## src/rtl/reg_bank_sb.sv

```systemverilog
// Parametrised register bank with two registered read ports, same-cycle write
// bypass, optional hardwired zero register and a per-register busy scoreboard.
module reg_bank_sb #(
  parameter int DATA_W   = 32,
  parameter int ADDR_W   = 2,
  parameter int ZERO_REG = 1
) (
  input  logic                   CLK,
  input  logic                   RST_N,
  input  logic                   opwrite,
  input  logic [ADDR_W-1:0]      reg_write,
  input  logic [DATA_W-1:0]      data,
  input  logic                   rsv_en,
  input  logic [ADDR_W-1:0]      rsv_addr,
  input  logic                   rd_en,
  input  logic [ADDR_W-1:0]      src_1,
  input  logic [ADDR_W-1:0]      src_2,
  output logic                   rd_stall,
  output logic                   rd_valid,
  output logic [DATA_W-1:0]      data_src_1,
  output logic [DATA_W-1:0]      data_src_2,
  output logic [(2**ADDR_W)-1:0] busy
);

  localparam int NUM_REGS = 2**ADDR_W;

  logic [DATA_W-1:0]   regs_r [NUM_REGS];
  logic [NUM_REGS-1:0] busy_r;
  logic [NUM_REGS-1:0] busy_next_s;
  logic                rd_valid_r;
  logic [DATA_W-1:0]   data_src_1_r;
  logic [DATA_W-1:0]   data_src_2_r;

  logic                wr_en_s;
  logic                hit_1_s;
  logic                hit_2_s;
  logic                conflict_1_s;
  logic                conflict_2_s;
  logic                stall_s;
  logic                accept_s;
  logic [DATA_W-1:0]   rd_data_1_s;
  logic [DATA_W-1:0]   rd_data_2_s;

  // True when the address names the hardwired zero register.
  function automatic logic is_zero(input logic [ADDR_W-1:0] addr);
    return (ZERO_REG != 0) && (addr == {ADDR_W{1'b0}});
  endfunction

  // Write/bypass hits, scoreboard conflicts and the accepted read data.
  always_comb begin
    wr_en_s      = opwrite && !is_zero(reg_write);
    hit_1_s      = wr_en_s && (reg_write == src_1);
    hit_2_s      = wr_en_s && (reg_write == src_2);
    // A writeback landing this cycle releases its register immediately.
    conflict_1_s = busy_r[src_1] && !hit_1_s && !is_zero(src_1);
    conflict_2_s = busy_r[src_2] && !hit_2_s && !is_zero(src_2);
    stall_s      = rd_en && (conflict_1_s || conflict_2_s);
    accept_s     = rd_en && !stall_s;

    rd_data_1_s = regs_r[src_1];
    if (is_zero(src_1)) begin
      rd_data_1_s = {DATA_W{1'b0}};
    end else if (hit_1_s) begin
      rd_data_1_s = data;
    end else begin
      rd_data_1_s = regs_r[src_1];
    end

    rd_data_2_s = regs_r[src_2];
    if (is_zero(src_2)) begin
      rd_data_2_s = {DATA_W{1'b0}};
    end else if (hit_2_s) begin
      rd_data_2_s = data;
    end else begin
      rd_data_2_s = regs_r[src_2];
    end
  end

  // Scoreboard next state: writeback clears, then a reservation sets (set wins).
  always_comb begin
    busy_next_s = busy_r;
    for (int i = 0; i < NUM_REGS; i++) begin
      if (rsv_en && (rsv_addr == ADDR_W'(i)) && !is_zero(rsv_addr)) begin
        busy_next_s[i] = 1'b1;
      end else if (opwrite && (reg_write == ADDR_W'(i))) begin
        busy_next_s[i] = 1'b0;
      end else begin
        busy_next_s[i] = busy_r[i];
      end
    end
  end

  // Register file, scoreboard and read-port state.
  always_ff @(posedge CLK) begin
    if (!RST_N) begin
      for (int i = 0; i < NUM_REGS; i++) begin
        regs_r[i] <= {DATA_W{1'b0}};
      end
      busy_r       <= {NUM_REGS{1'b0}};
      rd_valid_r   <= 1'b0;
      data_src_1_r <= {DATA_W{1'b0}};
      data_src_2_r <= {DATA_W{1'b0}};
    end else begin
      if (wr_en_s) begin
        regs_r[reg_write] <= data;
      end
      busy_r     <= busy_next_s;
      rd_valid_r <= accept_s;
      if (accept_s) begin
        data_src_1_r <= rd_data_1_s;
        data_src_2_r <= rd_data_2_s;
      end
    end
  end

  assign rd_stall   = stall_s;
  assign rd_valid   = rd_valid_r;
  assign data_src_1 = data_src_1_r;
  assign data_src_2 = data_src_2_r;
  assign busy       = busy_r;

endmodule

```

## config.mk

```make
export PLATFORM = sky130hd
export DESIGN_NAME = reg_bank_sb
export DESIGN_NICKNAME = d
export VERILOG_FILES = /design/src/rtl/reg_bank_sb.sv
export SDC_FILE = /design/constraint.sdc
export NUM_CORES = 1
export LEC_CHECK = 0
export CAP_MARGIN = 30
export CORE_MARGIN = 1
export CORE_UTILIZATION = 60
export DETAILED_ROUTE_END_ITERATION = 7
export HOLD_SLACK_MARGIN = 0.06
export PLACE_DENSITY = 0.92
export SLEW_MARGIN = 15
export SYNTH_ARGS = -nofsm -noshare
export SYNTH_HDL_FRONTEND = slang
export SYNTH_SLANG_ARGS = --single-unit
```

## constraint.sdc

```tcl
create_clock -name CLK -period 4.89 [get_ports CLK]
set_clock_uncertainty 0.15 [all_clocks]
set_input_delay 0.978 -clock CLK [delete_from_list [all_inputs] [get_ports CLK]]
set_output_delay 0.978 -clock CLK [all_outputs]
set_load 0.02 [all_outputs]
```

* Yosys cells after proc, flatten, opt, wreduce, memory -nomap -nowiden
Memory sizes are Yosys's and may differ from the RTL's.
Cells that the tools add are included.
** Storage, ports and cells
- Register bits :: 69
- RAM bits :: 128
- Input port bits :: 45
- Output and inout bits :: 70
- Word-level logic and storage cells :: 79
- Memories :: 1
** Memories
- regs_r :: depth 4, width 32, read ports 2, clocked after Yosys merged registers in 0, write ports 4, line 27 : logic [DATA_W-1:0] regs_r [NUM_REGS];
** Operators by class
- Order comparisons :: 2
- Eq/ne operators :: 8
- Mux-type cells :: 23
- Reduce and logical (&&, ||, !) cells :: 38
** Operator list (count)
- 32-bit 2-to-1 mux :: 5
- 32-bit OR reduction :: 1
- 1-bit logical AND :: 21
- 1-bit 2-to-1 mux :: 15
- 2-bit == test (second input constant) :: 4
- 2-bit zero test :: 4
- 2-bit nonzero test :: 4
- 1-bit zero test :: 7
- 2-bit by 3-bit less-than comparator with 1-bit output (second input constant) :: 2
- 1-bit binary-select mux with 2-bit select :: 2
- 2-bit by 1-bit == test with 1-bit output (second input constant) :: 2
- 2-bit == test :: 2
- 2-bit 2-to-1 mux :: 1
- 1-bit logical OR :: 1

* Depth between registers and ports, before layout
Gate-level depths: netlist (run 1).
- Depth in word-level cells :: 11
- Mapped depth :: 8
- Depth with buffers taken out :: 5

* Worst setup path before layout (run 1)
OpenSTA, ideal clock, no wires.
- Path kind :: input -> output
- Start point :: input port src_1[0]
- End point :: output port rd_stall
- Data arrival time :: 2226 ps
- Required time :: 3762 ps
- Slack :: 1536 ps
- Cell stages on the path :: 6
- Buffers on the path :: 2
- Cells stage by stage :: buf_4 and4bb_1 o2bb2ai_4 buf_2 o22ai_1 and2_1
** Between the ends
- Longest elaborated chain between the ends :: 7
** RTL lines
- from (decl) :: line 16 : input logic [ADDR_W-1:0] src_1,
- 2-bit == test :: line 52 : hit_1_s = wr_en_s && (reg_write == src_1);
- 1-bit logical AND :: line 52
- 1-bit zero test :: line 55 : conflict_1_s = busy_r[src_1] && !hit_1_s && !is_zero(src_1);
- 1-bit logical AND :: line 55
- 1-bit logical AND (*) :: line 55
- 1-bit logical OR (*) :: line 57 : stall_s = rd_en && (conflict_1_s || conflict_2_s);
- 1-bit logical AND (*) :: line 57
- to (decl) :: line 18 : output logic rd_stall,
Every way passes the cells marked *; elsewhere a longest branch is shown, timed or not. The select of a mux whose other input is x is not followed.

* Worst setup path after layout (run 1)
- Start point :: input port reg_write[1]
- End point :: output port rd_stall
** Between the ends
- Longest elaborated chain between the ends :: 9
** RTL lines
- from (decl) :: line 11 : input logic [ADDR_W-1:0] reg_write,
- 2-bit zero test :: line 46 : return (ZERO_REG != 0) && (addr == {ADDR_W{1'b0}});
- 1-bit zero test :: line 51 : wr_en_s = opwrite && !is_zero(reg_write);
- 1-bit logical AND :: line 51
- 1-bit logical AND (on tied branches) :: line 52, 53
- 1-bit zero test (on tied branches) :: line 55, 56
- 1-bit logical AND (on tied branches) (2 in a row) :: line 55, 56
- 1-bit logical OR (*) :: line 57
- 1-bit logical AND (*) :: line 57
Every way passes the cells marked *; elsewhere a longest branch is shown, timed or not.

==> results.toml, run 1 <==
[power_and_ir_drop]
p_int_uw = 2976
power_density_mw_per_mm2 = 351.7
switching_share_pct = 25.94
leakage_uw = 0.004076
power_frac_comb_pct = 16.0
clkPwrFrac_pct = 34.8
peakVddDrop_mv = 0.3155
pwr-share-seq_pct = 49.2
p_switching_uw = 1042

[synthesis]
ys_seq_area_share_pct = 55.36
synthCells = 687
synth_seq_cells = 197
async_reset_ff_share_pct = 0
synth_top_area_share_pct = 40.72
synth_top_area_cell = "edfxtp_1"
syn_avg_cell_area_sq_um = 13.74
yosys-top-cells-count = "128 x edfxtp_1, 71 x nor2_1, 69 x dfxtp_1"
ys.flop_type = "edfxtp_1"
synthTopCellsByArea = "edfxtp_1 41%, mux4_2 15%, dfxtp_1 15%"
synth.most_common_cell = "edfxtp_1"
synth.distinct_cells = 30
syn_area_sq_mm = 0.009439
synth_edf_count = 128
yosysWarnings = 0

[floorplan]
coreArea_sq_mm = 0.01526
die_area_sq_mm = 0.01624
die_x_um = 127.4
rows = 45
io_pins = 115
die-height_um = 127.4
start_util_pct = 61.86

[clock_network]
cts_buffers = 17
cts_setup_buffers = 0
cts_tree = "built"
clk_latency_ns = 0.44
cts.path.max_buffers = 2
htreeDepth = 4
ctsHoldBuffers = 0
postCtsResizedCells = 0
cts-root-buf = "clkbuf_16"
cts.sinks = 197
path_clk_slew_ns = 0.07

[run]
cap_violations = 0

[setup_path]
worstPathArrival_ns = 2.90
slowest_delay_ns = 0.63
worst_setup_path_start_kind = "input pin"
crit_chain = "clkdlybuf4s50_1, xor2_1, o2bb2ai_4, o22ai_1, and2_1, clkdlybuf4s50_1"
crit_slowest_cell = "clkdlybuf4s50_1"
crit_path_end_kind = "output port"
cp_common_cell = "clkdlybuf4s50_1"
crit_type = "in -> out"
cp_max_fo = 8
crit_required_ns = 3.76
r2r_cells = 6

[global_route]
grt.overflow.total = 0
grt_max_degree = 41
grt_pass1_wl_um = 37260
track_usage_pct = 31.26
grt_antenna_before_repair = 0
first_global_vias = 7043

[placement]
hpwl_um = 14510
gp_congestion = 0.8349
placed_cell_area_sq_mm = 0.01084
port_buffers = 114
place_ws_ns = 0.7568

[final_layout]
final_area_sq_mm = 0.01143
multi_input_area_sq_mm = 0.003916
fill_cells = 904
area_growth_pct = 21.05
final_nets = 857
n_antenna_cell = 0
seqCellArea_sq_mm = 0.005225
drive_above_1_share_pct = 20.61

[sta]
maxSlewHeadroom_pct = 37.40
tightest_slew_ns = 0.9376
slew_violations = 0
max_freq_ghz = 0.2482
min_period_ns = 4.028
rsz0062_at_grt = "false"
timing.final.crit_share_pct = 82.38
setup_viol = 0
setup_tns_ns = 0
worst_slack_ns = 0.8616
finalHoldViolCount = 0

[status]
status = "completed"

[route]
wl_per_cell_um = 23.12
first_pass_iters = 6
post_drt_via_cell_ratio = 6.311
drtIter0Drc = 561
drt_wl_total_um = 23960
route.vias.total = 6538
route.antenna.remaining_nets = 0
drc = 0

[hold_path]
hold_class = "reg -> reg"
hold_path_depth = 2
critical path: cells and delay by family:
kind,cells,cell delay [ns]
xor+xnor,1,0.29
buf+inv,2,1.23
simple gates,1,0.15
compound gates,2,0.25
layout by cell type, fill, tap and decap left out, types with 21 or more instances in the layout:
master,netlist,routed
o31ai_2,44,44
mux2i_1,64,64
mux4_2,64,64
conb_1,1,32
dfxtp_1,69,69
nor2_1,71,70
inv_1,32,32
nand2_1,40,40
buf_4,6,21
edfxtp_1,128,128
nand3_1,68,68
clkdlybuf4s50_1,0,109
layout make-up:
class	instances	area share, %
Clock buffer	20	3.997
Sequential cell	197	45.73
Multi-Input combinational cell	426	34.27
Tap cell	211	2.311
Timing Repair Buffer	137	11.50
Clock inverter	12	1.106
Inverter	33	1.084
stage by stage:
step | instances | power, uW | hold WS [ns] | util [%]
3_5_place_dp | 1004 | 2640 | 0.2810 | 71.06
3_3_place_gp | 1004 | 2604 | 0.2743 | 71.06
6_report | 1036 | 4019 | 0.2976 | 74.88
4_1_cts | 1036 | 4015 | 0.2906 | 74.88
5_1_grt | 1036 | 4130 | 0.3133 | 74.88
2_1_floorplan | 718 | 2395 | 0.3611 | -
worst paths after layout:
path | from | to | slack [ns]
max | reg_write[1] | rd_stall | 0.86
min | busy[0] | busy[0] | 0.30
max reg2reg | busy[3] | data_src_2[27] | 2.53
min reg2reg | busy[0] | busy[0] | 0.30
power groups by stage:
| stage | Sequential [uW] | Combinational (uW) | Clock [uW] |
|---|---|---|---|
| 2_1_floorplan | 2040 | 359 | 0 |
| 3_3_place_gp | 1990 | 616 | 0 |
| 3_5_place_dp | 2010 | 634 | 0 |
| 4_1_cts | 1970 | 642 | 1400 |
| 5_1_grt | 1990 | 679 | 1460 |
| 6_report | 1980 | 645 | 1400 |
state kept, by name, indices dropped and copies added, names as in the netlist:
register and count:
regs_r 128, busy 4, data_src_1 32, rd_valid 1
data_src_2 32
layer usage:
layer	part of all wire [%]	global-route usage, %	routed length, um
met5	0	0	0
met4	4.2	18.56	1015
met3	8.2	5.821	1970
met2	52	54.74	12490
met1	35	35.91	8475
kinds of logic (layout without fill, tap and decap cells):
logic type | count (synthesis) | count (layout) | synth area share (%)
xor+xnor | 2 | 2 | 0.1856
simple gates | 186 | 186 | 8.696
mux | 130 | 130 | 22.30
compound gates | 76 | 76 | 8.523
buf+inv | 95 | 202 | 4.905
other cells | 1 | 32 | 0.03973
flops | 197 | 197 | 55.36
Power figures use the tool's default switching activity.
==> run 2: changes to the inputs <==
--- a/config.mk
+++ b/config.mk
@@ -7,10 +7,10 @@
 export LEC_CHECK = 0
 export CAP_MARGIN = 30
 export CORE_MARGIN = 1
-export CORE_UTILIZATION = 60
+export CORE_UTILIZATION = 56
 export DETAILED_ROUTE_END_ITERATION = 7
 export HOLD_SLACK_MARGIN = 0.06
-export PLACE_DENSITY = 0.92
+export PLACE_DENSITY = 0.87
 export SLEW_MARGIN = 15
 export SYNTH_ARGS = -nofsm -noshare
 export SYNTH_HDL_FRONTEND = slang
==> constraint.sdc (replaced) <==
create_clock -name CLK -period 3.88 [get_ports CLK]
set_clock_uncertainty 0.15 [all_clocks]
set_input_delay 0.776 -clock CLK [delete_from_list [all_inputs] [get_ports CLK]]
set_output_delay 0.776 -clock CLK [all_outputs]
set_load 0.02 [all_outputs]
==> run 2 against run 1 <==
Compared with the run above: first-iteration DRC count decreased by 2.7%; sequential power increased by 25%; global-route usage decreased by 3.9 points; clock power increased by 19%; highest routed layer unchanged; largest cell class unchanged; largest power group unchanged.
==> results.toml, run 2 (same netlist as run 1, synthesis figures left out) <==
[clock_network]
cts_tree = "built"
cts_buffers = 17
cts.sinks = 197
clk_latency_ns = 0.44
postCtsResizedCells = 0
ctsHoldBuffers = 0
cts-root-buf = "clkbuf_16"
cts_setup_buffers = 0
htreeDepth = 4
cts.path.max_buffers = 2
path_clk_slew_ns = 0.07

[final_layout]
final_common_cell = "edfxtp_1"
final_nets = 855
n_antenna_cell = 0
multi_input_area_sq_mm = 0.003924
seqCellArea_sq_mm = 0.005225
area_growth_pct = 20.72
final_area_sq_mm = 0.01139
drive_above_1_share_pct = 20.90
layout_common_cells = "128 x edfxtp_1, 109 x clkdlybuf4s50_1, 70 x nor2_1, 69 x dfxtp_1, 68 x nand3_1"
top_register = "regs_r"
fill_cells = 1081
largest_register_ffs = 128

[global_route]
grt_most_used_layer = "met2"
first_global_vias = 6677
met3_usage_pct = 4.306
grt_antenna_before_repair = 0
grt_max_degree = 130
grt_pass1_wl_um = 35800
grt_use_met1_pct = 32.63
grt.overflow.total = 0
global_route.usage.met2_pct = 48.47
track_usage_pct = 27.33

[setup_path]
reg2reg_from = "busy[1]"
crit_required_ns = 2.95
critPathLaunch = "reg_write[1]"
crit_chain = "clkdlybuf4s50_1, xor2_1, o2bb2ai_4, o22ai_1, and2_1, clkdlybuf4s50_1"
crit_path_end_kind = "output port"
worst_setup_path_start_kind = "input pin"
crit_type = "in -> out"
slowest_delay_ns = 0.65
cp_common_cell = "clkdlybuf4s50_1"
cp_max_fo = 8
crit_slowest_cell = "clkdlybuf4s50_1"
worstPathArrival_ns = 2.69

[route]
post_drt_via_cell_ratio = 6.153
route.antenna.remaining_nets = 0
wl_per_cell_um = 21.97
route.vias.total = 6418
drc = 0
drtIter0Drc = 546
first_pass_iters = 5
drt_wl_total_um = 22920

[sta]
min_period_ns = 3.616
worst_slack_ns = 0.2635
maxSlewHeadroom_pct = 36.19
slew_violations = 0
setup_tns_ns = 0
holdWs_ns = 0.3074
finalHoldViolCount = 0
timing.final.crit_share_pct = 93.21
max_freq_ghz = 0.2765
setup_viol = 0
tightest_slew_ns = 0.9536
rsz0062_at_grt = "false"

[floorplan]
die_x_um = 131.8
start_util_pct = 57.12
coreArea_sq_mm = 0.01652
die_area_sq_mm = 0.01738
die-height_um = 131.8
rows = 47
io_pins = 115

[hold_path]
hold_start = "busy[0]"
hold_class = "reg -> reg"

[power_and_ir_drop]
power_uw = 4948
power_density_mw_per_mm2 = 434.2
peakVddDrop_mv = 0.3710
leakage_uw = 0.004045

[run]
cap_violations = 0

[placement]
hpwl_um = 14140
gp_congestion = 0.8182
place_ws_ns = 0.2849
port_buffers = 114
placed_cell_area_sq_mm = 0.01083

[status]
status = "completed"
[run 2: cell types whose count changed in the layout (fill, tap and decap cells not counted), sizes merged]
cell,change
clkbuf,+5
clkinv,-3
clkinvlp,+3
inv,-3
buf,-2
bufinv,-2
[run 2: final cells by class]
class / count / share of cell area (%)
inverters: 33 / 1.087
flip-flops and latches: 197 / 45.85
repair buffers: 135 / 11.29
well taps: 220 / 2.416
multi-input cells: 426 / 34.43
clock buffers: 25 / 4.535
clock inverters: 7 / 0.3843
[run 2: worst max-delay path, delay by kind of cell]
family                    cells  cell delay, ns
xor gates and xnor gates      1            0.28
and+or+nand+nor               1            0.14
buffers and inverters         2            1.25
AOI/OAI and AO/OA             2            0.25
[run 2: stage by stage]
stage	utilization, %	instances
detailed placement	65.56	1011
global route	68.96	1043
CTS	68.96	1043
floorplan	-	718
finish	68.96	1043
global placement	65.56	1011
[run 2: routing by layer]
layer | share of wire, % | wire length (um)
met1 | 36 | 8352
met2 | 54 | 12440
met3 | 6.9 | 1584
met4 | 2.4 | 539
met5 | 0 | 0
[run 2: worst paths after layout]
kind / cells after the start / slack, ns / end
setup reg to reg: 6 / 1.72 / data_src_2[20]
hold reg to reg: 2 / 0.31 / busy[0]
hold / removal: 2 / 0.31 / busy[0]
setup / recovery: 6 / 0.26 / rd_stall
[run 2: power breakdown]
part | switching [uW] | total (uW) | leakage, uW | internal, uW
registers | 84.1 | 2480 | 0.00182 | 2400
clock network | 744 | 1670 | 0.000264 | 923
logic | 435 | 797 | 0.00196 | 362
total | 1260 | 4950 | 0.00404 | 3680
==> run 3: changes to the inputs <==
--- a/config.mk
+++ b/config.mk
@@ -10,6 +10,7 @@
 export CORE_UTILIZATION = 56
 export DETAILED_ROUTE_END_ITERATION = 7
 export HOLD_SLACK_MARGIN = 0.06
+export MAX_ROUTING_LAYER = met4
 export PLACE_DENSITY = 0.87
 export SLEW_MARGIN = 15
 export SYNTH_ARGS = -nofsm -noshare
==> run 3 against run 2 <==
Compared with the run above: hold slack gained 0.0073 ns; combinational power is essentially flat; fmax shrank 0.20%; utilization is the same; cell area is the same; non-clock buffer count is the same; die area is the same; wire length is essentially flat; register-to-register slack lost 0.02 ns; critical path depth is the same.
==> results.toml, run 3 (same netlist as run 1, synthesis figures left out) <==
[setup_path]
reg2reg_setup_slack_ns = 1.70
worst_setup_path_start_kind = "input pin"
critPathCapture = "rd_stall"
reg2reg_from = "busy[3]"
slowest_delay_ns = 0.65
crit_required_ns = 2.95
rr_endpoint = "data_src_2[20]"
critPathLaunch = "reg_write[1]"
crit_cells = 6
crit_path_end_kind = "output port"
crit_chain = "clkdlybuf4s50_1, xor2_1, o2bb2ai_4, o22ai_1, and2_1, clkdlybuf4s50_1"
cpLargestDelayFamily = "buffers and inverters"
r2r_cells = 6
crit_type = "in -> out"
path_buf_inv = 2
cp_common_cell = "clkdlybuf4s50_1"
worstPathArrival_ns = 2.70
cp_max_fo = 8
crit_slowest_cell = "clkdlybuf4s50_1"

[clock_network]
clk_latency_ns = 0.45
cts.sinks = 197
cts_setup_buffers = 0
cts.path.max_buffers = 2
htreeDepth = 4
cts_tree = "built"
path_clk_slew_ns = 0.07
cts_buffers = 17
ctsHoldBuffers = 0
cts-root-buf = "clkbuf_16"
postCtsResizedCells = 0

[sta]
slew_violations = 0
max_freq_ghz = 0.2760
timing.final.crit_share_pct = 93.39
min_period_ns = 3.624
rsz0062_at_grt = "false"
tightest_slew_ns = 0.9714
setup_viol = 0
maxSlewHeadroom_pct = 34.99
setup_tns_ns = 0
finalHoldViolCount = 0

[global_route]
grt_max_degree = 130
track_usage_pct = 28.20
grt.overflow.total = 0
grt_pass1_wl_um = 35780
grt_antenna_before_repair = 0
first_global_vias = 6682

[run]
cap_violations = 0

[route]
first_pass_iters = 5
drc = 0
wl_per_cell_um = 21.99
drtIter0Drc = 498
route.vias.total = 6413
post_drt_via_cell_ratio = 6.149
route.antenna.remaining_nets = 0
drt_wl_total_um = 22940

[power_and_ir_drop]
power_density_mw_per_mm2 = 434.7
leakage_uw = 0.004045
peakVddDrop_mv = 0.3776

[placement]
gp_congestion = 0.8304
hpwl_um = 14140
port_buffers = 114
place_inst = 1011

[final_layout]
largest_register_ffs = 128
layout_common_cells = "128 x edfxtp_1, 109 x clkdlybuf4s50_1, 70 x nor2_1, 69 x dfxtp_1, 68 x nand3_1"
final_util_pct = 68.96
n_antenna_cell = 0
final_common_cell = "edfxtp_1"
area_growth_pct = 20.72
fin_cells = 1043
drive_above_1_share_pct = 20.90
final_nets = 855
top_register = "regs_r"

[floorplan]
coreArea_sq_mm = 0.01652
die-height_um = 131.8
die_x_um = 131.8
start_util_pct = 57.12
die_area_sq_mm = 0.01738
io_pins = 115
rows = 47

[status]
status = "completed"

[hold_path]
hold_class = "reg -> reg"
-- run 3: cell counts in the layout (fill, tap and decap cells not counted) --
No cell type changed its count.
-- run 3: stage by stage --
step | setup WS [ns] | hold WS (ns) | area [sq um] | total power (uW)
global placement | 0.3315 | 0.2778 | 10830 | 3277
CTS | 0.2720 | 0.3035 | 11390 | 4952
detailed placement | 0.2849 | 0.2840 | 10830 | 3318
finish | 0.2564 | 0.3147 | 11390 | 4953
global route | 0.1909 | 0.3382 | 11390 | 5101
floorplan | 0.9305 | 0.3611 | 9555 | 3019
-- run 3: cell type report --
type	count	area, sq um
Tap cell	220	275.3
Multi-Input combinational cell	426	3924
Clock inverter	7	43.79
Clock buffer	25	516.7
Inverter	33	123.9
Timing Repair Buffer	135	1286
Fill cell	1081	5130
Sequential cell	197	5225
-- run 3: power by group --
part           switching [uW]  internal, uW
clock                     750           922
combinational             435           362
sequential               84.5          2400
total                    1270          3680
-- run 3: worst min-delay path by stage --
| stage | startpoint | endpoint | slack, ns | depth (start not counted) |
|---|---|---|---|---|
| after floorplan | busy[0] | busy[0] | 0.36 | 2 |
| after global placement | busy[0] | busy[0] | 0.28 | 2 |
| after detailed placement | busy[0] | busy[0] | 0.28 | 2 |
| after CTS | busy[0] | busy[0] | 0.30 | 2 |
| after global routing | busy[0] | busy[0] | 0.34 | 2 |
| final | busy[0] | busy[0] | 0.31 | 2 |
-- run 3: tightest hold or removal path, stage by stage, from the launching register on --
cell and delay [ns]:
dfxtp_1 0.32, nand2_1 0.06, a21oi_1 0.04
-- run 3: layer usage --
layer	vias to the layer above	part of all wire [%]	GRT usage [%]
li1	2812	-	-
met1	3259	37	32.63
met2	299	54	48.47
met3	43	6.7	4.306
met4	0	2.4	12.98
met5	-	0	-
